--- src/rtl/truth_table_scanner.sv ---
// Purpose: drives every input vector into a small combinational block, samples its output, builds and checks the truth table.
// Latency: SETTLE+1 cycles per vector; done pulses 2^IN_W*(SETTLE+1)+1 cycles after start is accepted.
// Backpressure: none; start is taken only in IDLE and ignored while busy or done.
module truth_table_scanner #(
    parameter int IN_W   = 3,
    parameter int SETTLE = 1
) (
    input  logic                   clk,
    input  logic                   rst,
    input  logic                   start,
    input  logic [(1<<IN_W)-1:0]   expected,
    output logic [IN_W-1:0]        dut_in,
    input  logic                   dut_out,
    output logic                   busy,
    output logic                   done,
    output logic [(1<<IN_W)-1:0]   table_out,
    output logic [IN_W:0]          ones_cnt,
    output logic                   mismatch,
    output logic [IN_W-1:0]        first_err
);

    localparam int TW = 1 << IN_W;
    // Settle counter only needs to reach SETTLE-1.
    localparam int CW = (SETTLE < 2) ? 1 : $clog2(SETTLE);
    localparam logic [CW-1:0]   CNT_LAST = CW'(SETTLE - 1);
    localparam logic [IN_W-1:0] LAST_VEC = {IN_W{1'b1}};

    typedef enum logic [1:0] {
        S_IDLE   = 2'd0,
        S_WAIT   = 2'd1,
        S_SAMPLE = 2'd2,
        S_DONE   = 2'd3
    } state_t;

    state_t             r_state;
    state_t             w_next;
    logic [CW-1:0]      r_cnt;
    logic [IN_W-1:0]    r_dut_in;
    logic [TW-1:0]      r_exp;
    logic [TW-1:0]      r_table;
    logic [IN_W:0]      r_ones;
    logic               r_mismatch;
    logic [IN_W-1:0]    r_first_err;
    logic               w_busy;
    logic               w_done;

    // State register.
    always_ff @(posedge clk) begin
        if (rst) begin
            r_state <= S_IDLE;
        end else begin
            r_state <= w_next;
        end
    end

    // Next-state: hold each vector SETTLE cycles, sample once, stop after the all-ones vector.
    always_comb begin
        w_next = r_state;
        unique case (r_state)
            S_IDLE:   if (start) w_next = S_WAIT;
            S_WAIT:   if (r_cnt == CNT_LAST) w_next = S_SAMPLE;
            S_SAMPLE: w_next = (r_dut_in == LAST_VEC) ? S_DONE : S_WAIT;
            S_DONE:   w_next = S_IDLE;
            default:  w_next = S_IDLE;
        endcase
    end

    // Status outputs decode directly from state.
    always_comb begin
        w_busy = 1'b0;
        w_done = 1'b0;
        unique case (r_state)
            S_WAIT, S_SAMPLE: w_busy = 1'b1;
            S_DONE:           w_done = 1'b1;
            default: begin
                w_busy = 1'b0;
                w_done = 1'b0;
            end
        endcase
    end

    // Datapath: latch golden table at start, capture one table bit per SAMPLE, track first error.
    always_ff @(posedge clk) begin
        if (rst) begin
            r_cnt       <= '0;
            r_dut_in    <= '0;
            r_exp       <= '0;
            r_table     <= '0;
            r_ones      <= '0;
            r_mismatch  <= 1'b0;
            r_first_err <= '0;
        end else begin
            unique case (r_state)
                S_IDLE: begin
                    if (start) begin
                        r_exp       <= expected;
                        r_table     <= '0;
                        r_ones      <= '0;
                        r_mismatch  <= 1'b0;
                        r_first_err <= '0;
                        r_dut_in    <= '0;
                        r_cnt       <= '0;
                    end
                end
                S_WAIT: begin
                    r_cnt <= r_cnt + 1'b1;
                end
                S_SAMPLE: begin
                    r_table[r_dut_in] <= dut_out;
                    r_ones            <= r_ones + {{IN_W{1'b0}}, dut_out};
                    if ((dut_out != r_exp[r_dut_in]) && !r_mismatch) begin
                        r_mismatch  <= 1'b1;
                        r_first_err <= r_dut_in;
                    end
                    // The last vector is left in place; DONE returns dut_in to zero.
                    if (r_dut_in != LAST_VEC) begin
                        r_dut_in <= r_dut_in + 1'b1;
                    end
                    r_cnt <= '0;
                end
                S_DONE: begin
                    r_dut_in <= '0;
                end
                default: begin
                    r_dut_in <= '0;
                end
            endcase
        end
    end

    assign dut_in    = r_dut_in;
    assign busy      = w_busy;
    assign done      = w_done;
    assign table_out = r_table;
    assign ones_cnt  = r_ones;
    assign mismatch  = r_mismatch;
    assign first_err = r_first_err;

endmodule

--- config.mk ---
export PLATFORM = sky130hd
export DESIGN_NAME = truth_table_scanner
export DESIGN_NICKNAME = d
export VERILOG_FILES = /design/src/rtl/truth_table_scanner.sv
export SDC_FILE = /design/constraint.sdc
export NUM_CORES = 1
export LEC_CHECK = 0
export CAP_MARGIN = 0
export CORE_MARGIN = 3
export CORE_UTILIZATION = 53
export DETAILED_ROUTE_END_ITERATION = 7
export GPL_TIMING_DRIVEN = 1
export PLACE_DENSITY = 0.83
export SLEW_MARGIN = 10
export SYNTH_ARGS = -nofsm -noshare
export SYNTH_HDL_FRONTEND = slang
export SYNTH_SLANG_ARGS = --single-unit
--- constraint.sdc ---
create_clock -name clk -period 3.9 [get_ports clk]
set_clock_uncertainty 0.05 [all_clocks]
set_input_delay 0.585 -clock clk [delete_from_list [all_inputs] [get_ports clk]]
set_output_delay 0.585 -clock clk [all_outputs]
set_load 0.1 [all_outputs]
== After elaboration in Yosys (flattened, before gate mapping) ==
Cells that the tools add are included.
Storage, ports and cells
  flip-flop bits (word level): 30
  word-level logic and storage cells: 61
Operators by class
  add/sub/neg operators: 3
  order comparisons: 2
  equal/unequal tests: 10
  multiplexer cells: 24
  reduce and logical (&&, ||, !) cells: 14
Operators with widths (count)
  $pmux 8 s2: 1
  $mux 3: 3
  $pmux 3 s3: 1
  $bwmux 8: 1
  $mux 8: 1
  $ne 2x2->1 const B: 4
  $pmux 2 s4: 1
  $pmux 4 s2: 1
  $reduce_and 2->1: 4
  $mux 1: 6
  $mux 2: 3
  $pmux 3 s2: 1
  $reduce_and 3->1: 2
  $reduce_bool 3->1: 2
  $add 4x1->4: 1
  $eq 2x2->1 const B: 2
  $lt 3x4->1 const B: 1
  $mux 4: 1
  $add 3x1->3 const B: 1
  $bmux 1 s3: 1
  $demux 1 s3: 1
  $eq 3x3->1 const B: 1
  $ge 3x1->1 const B: 1
  $ne 3x3->1 const B: 1
  10 further kinds: 11

== Longest topological paths before layout ==
  depth in word-level cells: 6
  mapped depth: 8

== Least setup slack after synthesis ==
OpenSTA, ideal clock, no wires.
  path kind: register to register
  start: register r_dut_in[1], in the netlist dut_in[1]
  end: register r_first_err[0], in the netlist first_err[0]
  library setup time: 0.074 ns
  data arrival time: 2.574 ns
  data required time: 3.776 ns
  path slack: 1.201 ns
  stages on the path, launching flop included: 6
  buffers on the path: 1
  cells stage by stage: dfxtp_1 clkbuf_4 mux4_2 mux2i_2 or4_1 a31oi_1
Between the ends
  word-level cells in the longest chain between the ends: 6
Ends and longest elaborated chain
  from (decl): line 38  | logic [IN_W-1:0] r_dut_in;
  from (signal assigned): line 117  | r_dut_in <= r_dut_in + 1'b1;
  $bmux 1 s3: line 111  | if ((dut_out != r_exp[r_dut_in]) && !r_mismatch) begin
  $mux 1 (implied by the code): line 111
  $ne 1x1->1: line 111
  $logic_and 1x1->1: line 111
  $ne 2x2->1 (no source line)
  $reduce_and 3->1 (no source line)
  to (signal assigned): line 113  | r_first_err <= r_dut_in;
  to (decl): line 43  | logic [IN_W-1:0] r_first_err;
Every way passes these cells. The select of a mux whose other input is x is not followed.
A chain may end at the register's enable or synchronous reset.

== Final worst setup path ==
  start: register r_state[0]
  end: output port busy
Between the ends
  word-level cells in the longest chain between the ends: 3
  elaborated cells between the ends (all ways): 4
  those cells by class: eq/ne: 2; mux: 1; reduce/logical: 1
Ends and longest elaborated chain
  from (decl): line 35  | state_t r_state;
  from (signal assigned): line 52  | r_state <= w_next;
  $eq 2x2->1 / $eq 2x1->1 (equally long branches): line 72  | unique case (r_state)
  $reduce_or 2->1 *: line 72
  $mux 1 *: line 72
  to (decl): line 14  | output logic busy,
Every way passes the cells marked *; elsewhere a longest branch is shown, timed or not.

==> results.md <==
- Final setup fails: 0
- Die width: 59.6 um
- CTS tree: yes
- Worst slew margin: 20.9%
- Crit path capture: busy
- Global router's overall resource usage: 22.0%
- Family with the most delay on the worst path: buffers and inverters
- Clk slew on worst S/H paths: 0.09 ns
- HPWL Detailed: 2500 um
- Synth area leaders: dfxtp_1 (39%), ha_1 (8.2%), nand2_1 (8.1%)
- Final wirelength: 3570 um
- Placer congestion estimate: 0.816
- Netlist cell types: 32
- PortBufs: 32
- Post-synth EDFFs: 0
- Layout Utilization: 71.2%
- Largest stage delay on the critical path: 1.13 ns
- Hold_sp: r_exp[3]
- Antenna Nets Post-Route: 0
- Worst-margin pin slew: 1.15 ns
- Global route overflow: 0
- Core area: 2610 sq um
- Nets: 235
- Synthesized cell area: 1520 sq um
- Critical Path RT: 3.26 ns
- Initial core utilization: 58.2%
- Ys async rst share: 0%
- RSZ-0062 raised after global routing: false
- Cell count after synthesis: 186
- CTS buffer count: 5
- Layout cells sized above 1: 3.76%
- Hold Vio Cnt, Final: 0
- Worst r2r dst: first_err[0]
- Mapped Nets: 208
- Crit path capture type: primary output
- Setup TNS: 0 ns
- Reg-to-reg slack, setup: 1.36 ns
- # diodes: 0
- Clock Latency Late Sink: 0.32 ns
- Most common cell after layout, fill and taps aside: nand2_1
- H-tree Lvls: 2
- Clk sinks: 30
- CP Buf/Inv Count: 2
- Area growth syn-to-layout: 22.3%
- R2r startpoint: r_state[0]
- CP Max Fanout: 6
- Crit-path cells: inv_1, ha_1, clkdlybuf4s50_1
- Post-Layout Cell Count: 243
- DR WL/cell: 14.7 um
- Dominant synthesized flop cell: dfxtp_1
- Commonest cells after routing, fill and taps aside: nand2_1 (33), clkdlybuf4s50_1 (32), dfxtp_1 (30)
- Synth warn: 0
- Routed vias: 1,401
- Vias in the first global route: 1,348
- Synth top area share: 39.5%
- Clk buf depth: 2
- I/O pins: 33
- Die Y: 59.6 um
- Detail-routed via count per cell: 5.77
- Post-CTS Setup Repair Bufs: 0
- Worst Reg-to-Reg Cells: 5
- Placed Instances: 236
- CP Class: flop to primary output
- Pwr Density: 474 nW/um^2
- Register area share after synthesis: 39.5%
- Start point of the critical path: r_state[0]
- Initial DRC Count: 53
- WP data arrival: 2.33 ns
- Post-CTS Hold Buffers: 0
- Initial antenna violation count: 0
- Avg Inst Size Synth: 8.18 sq um
- Clock Tree Root: clkbuf_4
- LEAKAGE: 0.674 nW
- Maximum clock rate: 337 MHz
- Worst path depth: 3
- VDD IR max: 0.420 mV
- Die ar.: 3550 sq um
- TritonRoute pass-1 iters: 4
- HP Class: flop to flop
- Worst setup SP type: flop
- Post-CTS sizing: 0
- Outcome: complete, no violations
- Critical-path top delay cell: clkdlybuf4s50_1
- Yosys reg bits: 30
- DRC: 0
- Tcrit/Tclk final: 76.0%
- First-pass GRT wire length: 5880 um
- Pin count of the biggest net entering global routing: 31
- Leading area contributor after synthesis: dfxtp_1
- Period minus WS final: 2.97 ns
- Row count: 18
- Hold Slack: 0.406 ns
- Max-cap violations: 0
- Count of pins over their slew limit: 0
## synthesized netlist by cell type (3+ instances only)
master and n:
nand2b_1 3, ha_1 10, nand3_1 6, nor2_1 23
a31oi_1 4, nor2b_1 4, dfxtp_1 30, nand2_1 33
clkbuf_1 7, inv_1 4, a32oi_1 6, mux2i_1 6
o21ai_1 5, a21oi_1 21
## where the power goes
part           switching (W)  total (W)  internal, W
clock               0.000101   0.000169    0.0000679
combinational       0.000248   0.000354     0.000107
sequential         0.0000272   0.000358     0.000331
## sequential cells by signal, indices dropped and copies added, names as in the netlist
register   flops
dut_in         3
first_err      3
mismatch       1
ones_cnt       4
r_cnt          1
r_exp          8
r_state        2
table_out      8
## cell type report
cell class / instances / area (sq um)
timing repair buffer: 32 / 320
clock buffer: 7 / 45.0
inverter: 4 / 15.0
fill: 232 / 752
sequential: 30 / 601
tap: 30 / 37.5
multi-input combinational: 140 / 842
## metal layers
layer  up-vias  global-route usage [%]  share of wire, %
met2        52                    36.3                50
li1        696                       -                 -
met3        13                    5.23               5.8
met5         -                       0                 0
met4         0                    11.4               2.4
met1       640                    26.4                41
## worst register-to-register path, stage by stage, from the launching register on
cell     delay [ns]
dfxtp_1        0.38
inv_1          0.13
ha_1           0.57
mux2i_1        0.54
or4_1          0.61
a31oi_1        0.18
## through the flow
stage | power [W] | cell area (sq um) | setup slack (ns)
2_1_floorplan | 0.000641 | 1520 | 1.20
3_3_place_gp | 0.000703 | 1820 | 1.35
3_5_place_dp | 0.000716 | 1820 | 1.28
4_1_cts | 0.000882 | 1860 | 0.927
5_1_grt | 0.000934 | 1860 | 0.851
6_report | 0.000881 | 1860 | 0.934
## worst min path at each step
stage / end / slack (ns) / cells past startpoint
5_1_grt: r_exp[4] / 0.44 / 2
3_3_place_gp: r_exp[5] / 0.39 / 2
2_1_floorplan: r_exp[0] / 0.39 / 2
6_report: r_exp[3] / 0.41 / 2
3_5_place_dp: r_exp[3] / 0.40 / 2
4_1_cts: r_exp[3] / 0.41 / 2
## kinds of logic after synthesis
logic type	count (synthesis)	share of synthesized area, %
simple gates	77	22.0
mux	10	7.81
buf+inv	16	5.18
compound gates	43	17.4
flops	30	39.5
fa+ha+maj	10	8.22
No activity file was read; power rests on OpenSTA's default activity.
